--- config.mk ---
export PLATFORM = sky130hd
export DESIGN_NAME = rv_mem_bridge_flat
export DESIGN_NICKNAME = d
export VERILOG_FILES = /design/src/rtl/rv_pkg.sv /design/src/rtl/rv_mem_bridge_if.sv /design/src/rtl/rv_timeout_cnt.sv /design/src/rtl/rv_mem_bridge.sv /design/src/flat_wrapper.sv
export SDC_FILE = /design/constraint.sdc
export NUM_CORES = 1
export LEC_CHECK = 0
export ABC_AREA = 1
export ABC_CLOCK_PERIOD_IN_PS = 1900
export CELL_PAD_IN_SITES_DETAIL_PLACEMENT = 0
export CELL_PAD_IN_SITES_GLOBAL_PLACEMENT = 1
export CORE_MARGIN = 2
export CORE_UTILIZATION = 26
export CTS_BUF_LIST = sky130_fd_sc_hd__clkbuf_8
export DETAILED_ROUTE_END_ITERATION = 10
export PLACE_DENSITY_LB_ADDON = 0.1
export SYNTH_ARGS = -nofsm -noshare
export SYNTH_HDL_FRONTEND = slang
export SYNTH_HIERARCHICAL = 1
export SYNTH_SLANG_ARGS = --single-unit
export TNS_END_PERCENT = 1
--- constraint.sdc ---
create_clock -name clk -period 1.9 [get_ports clk]
set_clock_uncertainty 0.2 [all_clocks]
set_input_delay 0.475 -clock clk [delete_from_list [all_inputs] [get_ports clk]]
set_output_delay 0.475 -clock clk [all_outputs]
set_load 0.01 [all_outputs]
--- src/rtl/rv_pkg.sv ---
`default_nettype none
// ============================================================================
// Module   : rv_pkg
// Brief    : Shared types and defaults for the multicycle RISC-V memory side.
// Revision : 1.0 - initial release
// ============================================================================
package rv_pkg;

  typedef enum logic [2:0] {
    IDLE = 3'd0,
    REQ  = 3'd1,
    RESP = 3'd2,
    DONE = 3'd3,
    ERR  = 3'd4
  } mem_bridge_state_t;

  localparam int unsigned TIMEOUT_DEFAULT = 255;

endpackage
`default_nettype wire

--- src/rtl/rv_mem_bridge_if.sv ---
`default_nettype none
// ============================================================================
// Module   : rv_mem_bridge_if
// Brief    : Request/grant/response memory bus between bridge and memory.
// Revision : 1.0 - initial release
// ============================================================================
interface rv_mem_bridge_if #(
  parameter int unsigned ADDR_W = 32,
  parameter int unsigned DATA_W = 32
);

  logic              mem_req;
  logic              mem_we;
  logic [ADDR_W-1:0] mem_addr;
  logic [DATA_W-1:0] mem_wdata;
  logic              mem_gnt;
  logic              mem_rvalid;
  logic [DATA_W-1:0] mem_rdata;

  modport master (
    output mem_req, mem_we, mem_addr, mem_wdata,
    input  mem_gnt, mem_rvalid, mem_rdata
  );

  modport slave (
    input  mem_req, mem_we, mem_addr, mem_wdata,
    output mem_gnt, mem_rvalid, mem_rdata
  );

endinterface
`default_nettype wire

--- src/rtl/rv_timeout_cnt.sv ---
`default_nettype none
// ============================================================================
// Module   : rv_timeout_cnt
// Brief    : Saturating cycle counter with clear, enable and expiry flag.
// Revision : 1.0 - initial release
// ============================================================================
module rv_timeout_cnt #(
  parameter int unsigned LIMIT = 255
) (
  input  logic clk,
  input  logic rst,
  input  logic clr_i,
  input  logic en_i,
  output logic expired_o
);

  localparam int unsigned W = $clog2(LIMIT + 1);

  logic [W-1:0] cnt_q, cnt_d;

  always_comb begin
    cnt_d = cnt_q;
    if (clr_i) begin
      cnt_d = '0;
    end else if (en_i && (cnt_q != W'(LIMIT))) begin
      cnt_d = cnt_q + 1'b1;
    end
  end

  always_ff @(posedge clk) begin
    if (!rst) begin
      cnt_q <= '0;
    end else begin
      cnt_q <= cnt_d;
    end
  end

  // Flags the last permitted cycle so the owner leaves after exactly LIMIT cycles.
  assign expired_o = (cnt_q == W'(LIMIT - 1));

endmodule
`default_nettype wire

--- src/rtl/rv_mem_bridge.sv ---
`default_nettype none
// ============================================================================
// Module   : rv_mem_bridge
// Brief    : Latches one core access, runs it on the wait-state bus, times out.
// Revision : 1.0 - initial release
// ============================================================================
module rv_mem_bridge
  import rv_pkg::*;
#(
  parameter int unsigned ADDR_W  = 32,
  parameter int unsigned DATA_W  = 32,
  parameter int unsigned TIMEOUT = TIMEOUT_DEFAULT
) (
  input  logic              clk,
  input  logic              rst,
  input  logic              core_req_i,
  input  logic              core_we_i,
  input  logic [ADDR_W-1:0] core_addr_i,
  input  logic [DATA_W-1:0] core_wdata_i,
  output logic              core_busy_o,
  output logic              core_valid_o,
  output logic              core_err_o,
  output logic [DATA_W-1:0] core_rdata_o,
  rv_mem_bridge_if.master   mem
);

  localparam logic [2:0] c_st_idle = IDLE;
  localparam logic [2:0] c_st_req  = REQ;
  localparam logic [2:0] c_st_resp = RESP;
  localparam logic [2:0] c_st_done = DONE;
  localparam logic [2:0] c_st_err  = ERR;

  logic [2:0]        state_q, state_d;
  logic              we_q, we_d;
  logic [ADDR_W-1:0] addr_q, addr_d;
  logic [DATA_W-1:0] wdata_q, wdata_d;
  logic [DATA_W-1:0] rdata_q, rdata_d;
  logic              tmr_clr, tmr_en, tmr_expired;

  rv_timeout_cnt #(.LIMIT(TIMEOUT)) u_timeout (
    .clk       (clk),
    .rst       (rst),
    .clr_i     (tmr_clr),
    .en_i      (tmr_en),
    .expired_o (tmr_expired)
  );

  always_comb begin
    state_d = state_q;
    we_d    = we_q;
    addr_d  = addr_q;
    wdata_d = wdata_q;
    rdata_d = rdata_q;
    tmr_clr = 1'b0;
    tmr_en  = 1'b0;
    case (state_q)
      c_st_idle: begin
        tmr_clr = 1'b1;
        if (core_req_i) begin
          we_d    = core_we_i;
          addr_d  = core_addr_i;
          wdata_d = core_wdata_i;
          state_d = c_st_req;
        end
      end
      c_st_req: begin
        if (mem.mem_gnt && mem.mem_rvalid) begin
          if (!we_q) rdata_d = mem.mem_rdata;
          state_d = c_st_done;
        end else if (mem.mem_gnt) begin
          tmr_clr = 1'b1;
          state_d = c_st_resp;
        end else begin
          tmr_en = 1'b1;
          if (tmr_expired) state_d = c_st_err;
        end
      end
      c_st_resp: begin
        // Writes wait here too: rvalid doubles as the write acknowledge.
        if (mem.mem_rvalid) begin
          if (!we_q) rdata_d = mem.mem_rdata;
          state_d = c_st_done;
        end else begin
          tmr_en = 1'b1;
          if (tmr_expired) state_d = c_st_err;
        end
      end
      c_st_done: state_d = c_st_idle;
      c_st_err:  state_d = c_st_idle;
      default:   state_d = c_st_idle;
    endcase
  end

  always_ff @(posedge clk) begin
    if (!rst) begin
      state_q <= c_st_idle;
      we_q    <= 1'b0;
      addr_q  <= '0;
      wdata_q <= '0;
      rdata_q <= '0;
    end else begin
      state_q <= state_d;
      we_q    <= we_d;
      addr_q  <= addr_d;
      wdata_q <= wdata_d;
      rdata_q <= rdata_d;
    end
  end

  assign core_busy_o   = (state_q != c_st_idle);
  assign core_valid_o  = (state_q == c_st_done) || (state_q == c_st_err);
  assign core_err_o    = (state_q == c_st_err);
  assign core_rdata_o  = rdata_q;
  assign mem.mem_req   = (state_q == c_st_req);
  assign mem.mem_we    = we_q;
  assign mem.mem_addr  = addr_q;
  assign mem.mem_wdata = wdata_q;

endmodule
`default_nettype wire

--- src/flat_wrapper.sv ---
// flat-port wrapper written by rule: the top's interface ports become plain ports
module rv_mem_bridge_flat import rv_pkg::*;
#(
  parameter int unsigned ADDR_W  = 32,
  parameter int unsigned DATA_W  = 32,
  parameter int unsigned TIMEOUT = TIMEOUT_DEFAULT
)
  (clk, rst, core_req_i, core_we_i, core_addr_i, core_wdata_i, core_busy_o, core_valid_o, core_err_o, core_rdata_o, mem_mem_req, mem_mem_we, mem_mem_addr, mem_mem_wdata, mem_mem_gnt, mem_mem_rvalid, mem_mem_rdata);
  rv_mem_bridge_if #(.ADDR_W(ADDR_W), .DATA_W(DATA_W)) mem_i ();
  input  logic clk;
  input  logic rst;
  input  logic core_req_i;
  input  logic core_we_i;
  input  logic [ADDR_W-1:0] core_addr_i;
  input  logic [DATA_W-1:0] core_wdata_i;
  output logic core_busy_o;
  output logic core_valid_o;
  output logic core_err_o;
  output logic [DATA_W-1:0] core_rdata_o;
  output wire logic [$bits(mem_i.mem_req)-1:0] mem_mem_req;
  output wire logic [$bits(mem_i.mem_we)-1:0] mem_mem_we;
  output wire logic [$bits(mem_i.mem_addr)-1:0] mem_mem_addr;
  output wire logic [$bits(mem_i.mem_wdata)-1:0] mem_mem_wdata;
  input wire logic [$bits(mem_i.mem_gnt)-1:0] mem_mem_gnt;
  input wire logic [$bits(mem_i.mem_rvalid)-1:0] mem_mem_rvalid;
  input wire logic [$bits(mem_i.mem_rdata)-1:0] mem_mem_rdata;
  assign mem_mem_req = mem_i.mem_req;
  assign mem_mem_we = mem_i.mem_we;
  assign mem_mem_addr = mem_i.mem_addr;
  assign mem_mem_wdata = mem_i.mem_wdata;
  assign mem_i.mem_gnt = mem_mem_gnt;
  assign mem_i.mem_rvalid = mem_mem_rvalid;
  assign mem_i.mem_rdata = mem_mem_rdata;
  rv_mem_bridge #(.ADDR_W(ADDR_W), .DATA_W(DATA_W), .TIMEOUT(TIMEOUT)) u_core (.clk(clk), .rst(rst), .core_req_i(core_req_i), .core_we_i(core_we_i), .core_addr_i(core_addr_i), .core_wdata_i(core_wdata_i), .core_busy_o(core_busy_o), .core_valid_o(core_valid_o), .core_err_o(core_err_o), .core_rdata_o(core_rdata_o), .mem(mem_i));
endmodule
-- Word level (Yosys, flattened, before mapping)
Cells that the tools add are included.
- memory bits (read-only): 0
- output and inout bits: 101
- register bits: 108
- bits in writable memories: 0
- word-level logic and storage cells: 43
- memories: 0
- latch bits: 0
- reduce and logical (&&, ||, !) cells: 9
- bitwise operators: 1
- shifts and indexed selects: 0
- add/sub/neg operators: 1
- div/mod/pow operators: 0
- multipliers: 0
- eq/ne operators: 9
- multiplexer cells: 17
- $lt $le $gt $ge: 0
- operators by type and width (cell ; number):
    $mux 32 ; 3
    $pmux 32 s2 ; 1
    $mux 3 ; 5
    $pmux 3 s3 ; 1
    $add 8x1->8 const B ; 1
    $eq 8x8->1 const B ; 1
    $ne 8x8->1 const B ; 1
    $eq 3x2->1 const B ; 2
    $mux 1 ; 5
    $ne 2x2->1 const B ; 2
    $pmux 1 s2 ; 2
    $eq 3x1->1 const B ; 1
    $eq 3x3->1 const B ; 1
    $logic_not 3->1 ; 1
    $reduce_and 3->1 ; 1
    $reduce_bool 3->1 ; 1
    $logic_and 1x1->1 ; 2
    $ne 2x1->1 const B ; 1
    $reduce_and 2->1 ; 1
    $reduce_bool 2->1 ; 1
    $reduce_or 2->1 ; 1
    $logic_or 1x1->1 ; 1
    $not 1->1 ; 1

-- Longest topological paths before layout
Gate-level depths: netlist of the first run.
- depth after elaboration: 5
- gate-level depth with buffers: 9
- depth with buffers taken out: 9

-- By module
Netlist of the first run, hierarchy kept.
- by module, submodules not included (module ; area each (um^2) ; times used ; cells an instance ; sequential area each (um^2)):
    rv_mem_bridge ; 3768.6 ; 1 ; 527 ; 2001.9
    rv_timeout_cnt ; 476.7 ; 1 ; 66 ; 160.2

-- Least setup slack after synthesis of the first run
OpenSTA, ideal clock, no wires.
- path type: register -> register
- start point: register u_core.state_q[1]
- end point: register u_core.u_timeout.cnt_q[7]
- data arrival time: 1.534 ns
- setup slack: 0.052 ns
- setup time: 0.115 ns
- required time: 1.585 ns
- period minus slack after synthesis: 1.848 ns
- stages on the path, launching flop included: 9
- path buffers: 0
- cells stage by stage: dfxtp_1 -> inv_1 -> nand3_1 -> o21ai_0 -> nand2_1 -> nand2_2 -> nand3_1 -> nand2_1 -> nor2_1
- longest elaborated chain between the ends: 3
- elaborated cells on any way between the ends: 7
- those cells by class: eq/ne (2); mux (2); reduce/logical (3)
- RTL lines (what ; line ; source):
    start, declared ; rv_mem_bridge.sv:33 ; logic [2:0] state_q, state_d;
    start signal, assigned ; rv_mem_bridge.sv:96 ; state_q <= c_st_idle;
    start signal, assigned ; rv_mem_bridge.sv:102 ; state_q <= state_d;
    $eq 3x2->1 or $eq 3x1->1 (tied branches) ; rv_mem_bridge.sv:56 ; case (state_q)
    $pmux 1 s2 * ; rv_mem_bridge.sv:56 ;
    named net u_core.tmr_en ; rv_mem_bridge.sv:38 ; logic tmr_clr, tmr_en, tmr_expired;
    $logic_and 1x1->1 * ; rv_timeout_cnt.sv:25 ; end else if (en_i && (cnt_q != W'(LIMIT))) begin
    end signal, assigned ; rv_timeout_cnt.sv:34 ; cnt_q <= cnt_d;
    end, declared ; rv_timeout_cnt.sv:19 ; logic [W-1:0] cnt_q, cnt_d;
The timed path passes the listed nets; every way through them passes the cells marked *.
A chain may end at the register's enable or synchronous reset.

-- Worst setup path in the final report of the first run
- start point: register u_core.state_q[0]
- end point: output core_valid_o
- longest elaborated chain between the ends: 2
- elaborated cells on any way between the ends: 3
- those cells by class: eq/ne (2); reduce/logical (1)
- RTL lines (what ; line ; source):
    $eq 3x2->1 or $eq 3x3->1 (tied branches) ; rv_mem_bridge.sv:111 ; assign core_valid_o = (state_q == c_st_done) || (state_q == c_st_err);
    $logic_or 1x1->1 * ; rv_mem_bridge.sv:111 ;
    end, declared ; flat_wrapper.sv:17 ; output logic core_valid_o;
Every way passes the cells marked *; elsewhere a longest branch is shown, timed or not.

==> out/summary.txt, run 1 <==
Outcome = finished clean
Die height = 131.8 µm
Min Tclk post-route = 1.856 ns
Tot Pwr = 6.217 mW
Syn-to-layout area delta = 57.00%
Via count = 4243
Synth cell types = 27
Clock sinks = 108
DR WL/cell = 12.63 µm
Fin. Hold Viols = 0
Worst hold margin = 0.2608 ns
Vias in the first global route = 4142
VDD IR max = 0.0004300 V
Mapped cell area = 4245 µm²
Yosys reg bits = 108
Initial Util = 0.2663
Max-slew violations = 0
Clock tree buffer depth = 2
Syn_nets = 697
Final period util = 0.9767
Avg Cell Area, Syn = 7.159 µm²
Final worst setup slack = 0.04428 ns
Later-pin clock latency in the skew report = 0.37 ns
Register area share after synthesis = 0.5093
Req. time, crit path = 1.22 ns
All-Layer GR Usage = 0.1471
Syn Inst Count = 593
Nets = 898
Rel. slew slack = 0.6854
Rows = 46
Port Buf Inserts = 202
# IOs = 203
Total Wirelength = 12.80 mm
CTS clock-pin slew for the worst setup and hold paths = 0.10 ns
Met1 Wirelength = 5.495 mm
DR WL met3 = 1.282 mm
Most frequent cells in the layout = 215 x nand2_1, 105 x dfxtp_1, 101 x clkdlybuf4s50_1
Pleak = 3.148 nW
Hold crit path type = flip-flop to flip-flop
Antenna violations before repair = 0
Core Box Area = 15940 µm²
Cts bufs inserted = 9
Ys Warns = 6
GR Overflow Total = 0
Critical path type = flip-flop to output port
Die area = 17370 µm²
Layout cells sized above 1 = 0.07895
Pwr/cell area = 932.8 nW/µm²
RSZ-0062 raised after global routing = yes
Most common cell after layout, fill and taps aside = nand2_1
Critical path capture point type = output port
Register area = 2171 µm²
Dpl cells = 999
FILL cells = 1698
Ant. Diodes = 0
Largest net degree at the start of global routing = 47
DRC = 0
Final setup violation count = 0
Pre-CTS WS = -0.2251 ns
Post-CTS Setup Inserts = 0
Max-cap violations = 0
Met2 wire length = 5.782 mm
Crit path launch type = flip-flop
Peak fanout along the critical path = 4
Gpl congestion = 0.6995
Multi-input logic area = 1769 µm²
Remaining antenna violation count after routing = 0
CTS H-tree depth = 3
CTS tree = built
First-pass GRT wire length = 20.59 mm
Worst-Margin Slew = 0.4720 ns
Pre-antenna DRT Iters = 5
Initial drt markers = 203
Vias per cell = 4.184
CP arrival = 1.18 ns
Hold buffers post-CTS = 0
Finished Layout Cells = 1014
Dpl hpwl = 9.255 mm
Highest Signal Layer = met4
Fmax = 538.9 MHz
Root Driver = clkbuf_8
DIE WIDTH = 131.8 µm
## critical path, stage by stage (launching register included)
cell	delay, ns
dfxtp_4	0.38
nor2_4	0.11
inv_1	0.06
o21ai_2	0.12
buf_2	0.15
## final cells by class
cell class,instances,area share
tap,216,0.04055
clock inverter,5,0.007884
sequential,108,0.3257
timing repair buffer,221,0.3129
clock buffer,10,0.02065
multi-input combinational,407,0.2654
inverter,47,0.02684
## per-stage QoR
step	setup TNS, ns	area (µm²)	util
floorplan	0	4245	-
global placement	-8.477	6581	0.4128
detailed placement	-10.84	6581	0.4128
CTS	-0.02494	6641	0.4166
global route	-0.07983	6665	0.4181
finish	0	6665	0.4181
## synth_stat cells, drive strengths merged
library cell / number / area, µm²
o211ai: 1 / 7.510
nor2: 88 / 356.6
inv: 47 / 176.4
xor2: 1 / 8.760
nor3: 2 / 10.01
o31ai: 1 / 7.510
a21oi: 71 / 355.3
clkbuf: 11 / 41.29
o21ai: 11 / 58.81
nand2: 221 / 849.6
nand3b: 1 / 7.510
nand3: 7 / 45.04
ha: 2 / 25.02
xnor2: 1 / 8.760
dfxtp: 108 / 2162
buf: 20 / 125.1
## cell families after synthesis
logic type	after synthesis	synth area share
xor gates and xnor gates	2	0.004127
AOI/OAI and AO/OA	84	0.1011
buffers and inverters	78	0.08075
adders and majority gates	2	0.005894
DFF	108	0.5093
and+or+nand+nor	319	0.2989
## flip-flops by register name, summed over array words and instances (netlist names)
register,count
u_core/mem.mem_addr,32
u_core/state_q,3
u_core/core_rdata_o,32
u_core/u_timeout/cnt_q,8
u_core/mem.mem_wdata,32
u_core/mem.mem_we,1
## power breakdown
part / total [mW] / switching [mW] / internal [mW]
Combinational: 2.02 / 1.09 / 0.936
Sequential: 2.77 / 0.171 / 2.60
Clock: 1.42 / 0.784 / 0.636
## metal layers
metal,track usage,vias to the layer above
li1,-,2215
met1,0.1657,1865
met2,0.2400,150
met3,0.07651,13
met4,0.05012,0
met5,0,-
## path summary, 6_finish.rpt
kind	startpoint	end	slack, ns	depth (start not counted)
hold reg to reg	u_core/mem.mem_wdata[23]	u_core/mem.mem_wdata[23]	0.26	2
setup reg to reg	u_core/state_q[1]	u_core/u_timeout/cnt_q[7]	0.15	10
setup / recovery	u_core/state_q[0]	core_valid_o	0.04	4
hold / removal	u_core/mem.mem_wdata[23]	u_core/mem.mem_wdata[23]	0.26	2
## timing repair
item,4_1_cts,5_1_grt
setup endpoints to repair,101,3
gates resized for setup,120,7
cloned,0,0
pin swaps,0,0
(Power assumes the default switching activity.)
==> inputs of run 2 (changes only) <==
--- a/config.mk
+++ b/config.mk
@@ -13,6 +13,7 @@
 export CORE_UTILIZATION = 26
 export CTS_BUF_LIST = sky130_fd_sc_hd__clkbuf_8
 export DETAILED_ROUTE_END_ITERATION = 10
+export GPL_ROUTABILITY_DRIVEN = 1
 export PLACE_DENSITY_LB_ADDON = 0.1
 export SYNTH_ARGS = -nofsm -noshare
 export SYNTH_HDL_FRONTEND = slang
==> results of run 2 <==
The final DEF is identical to that of run 1; final timing and power are the same.
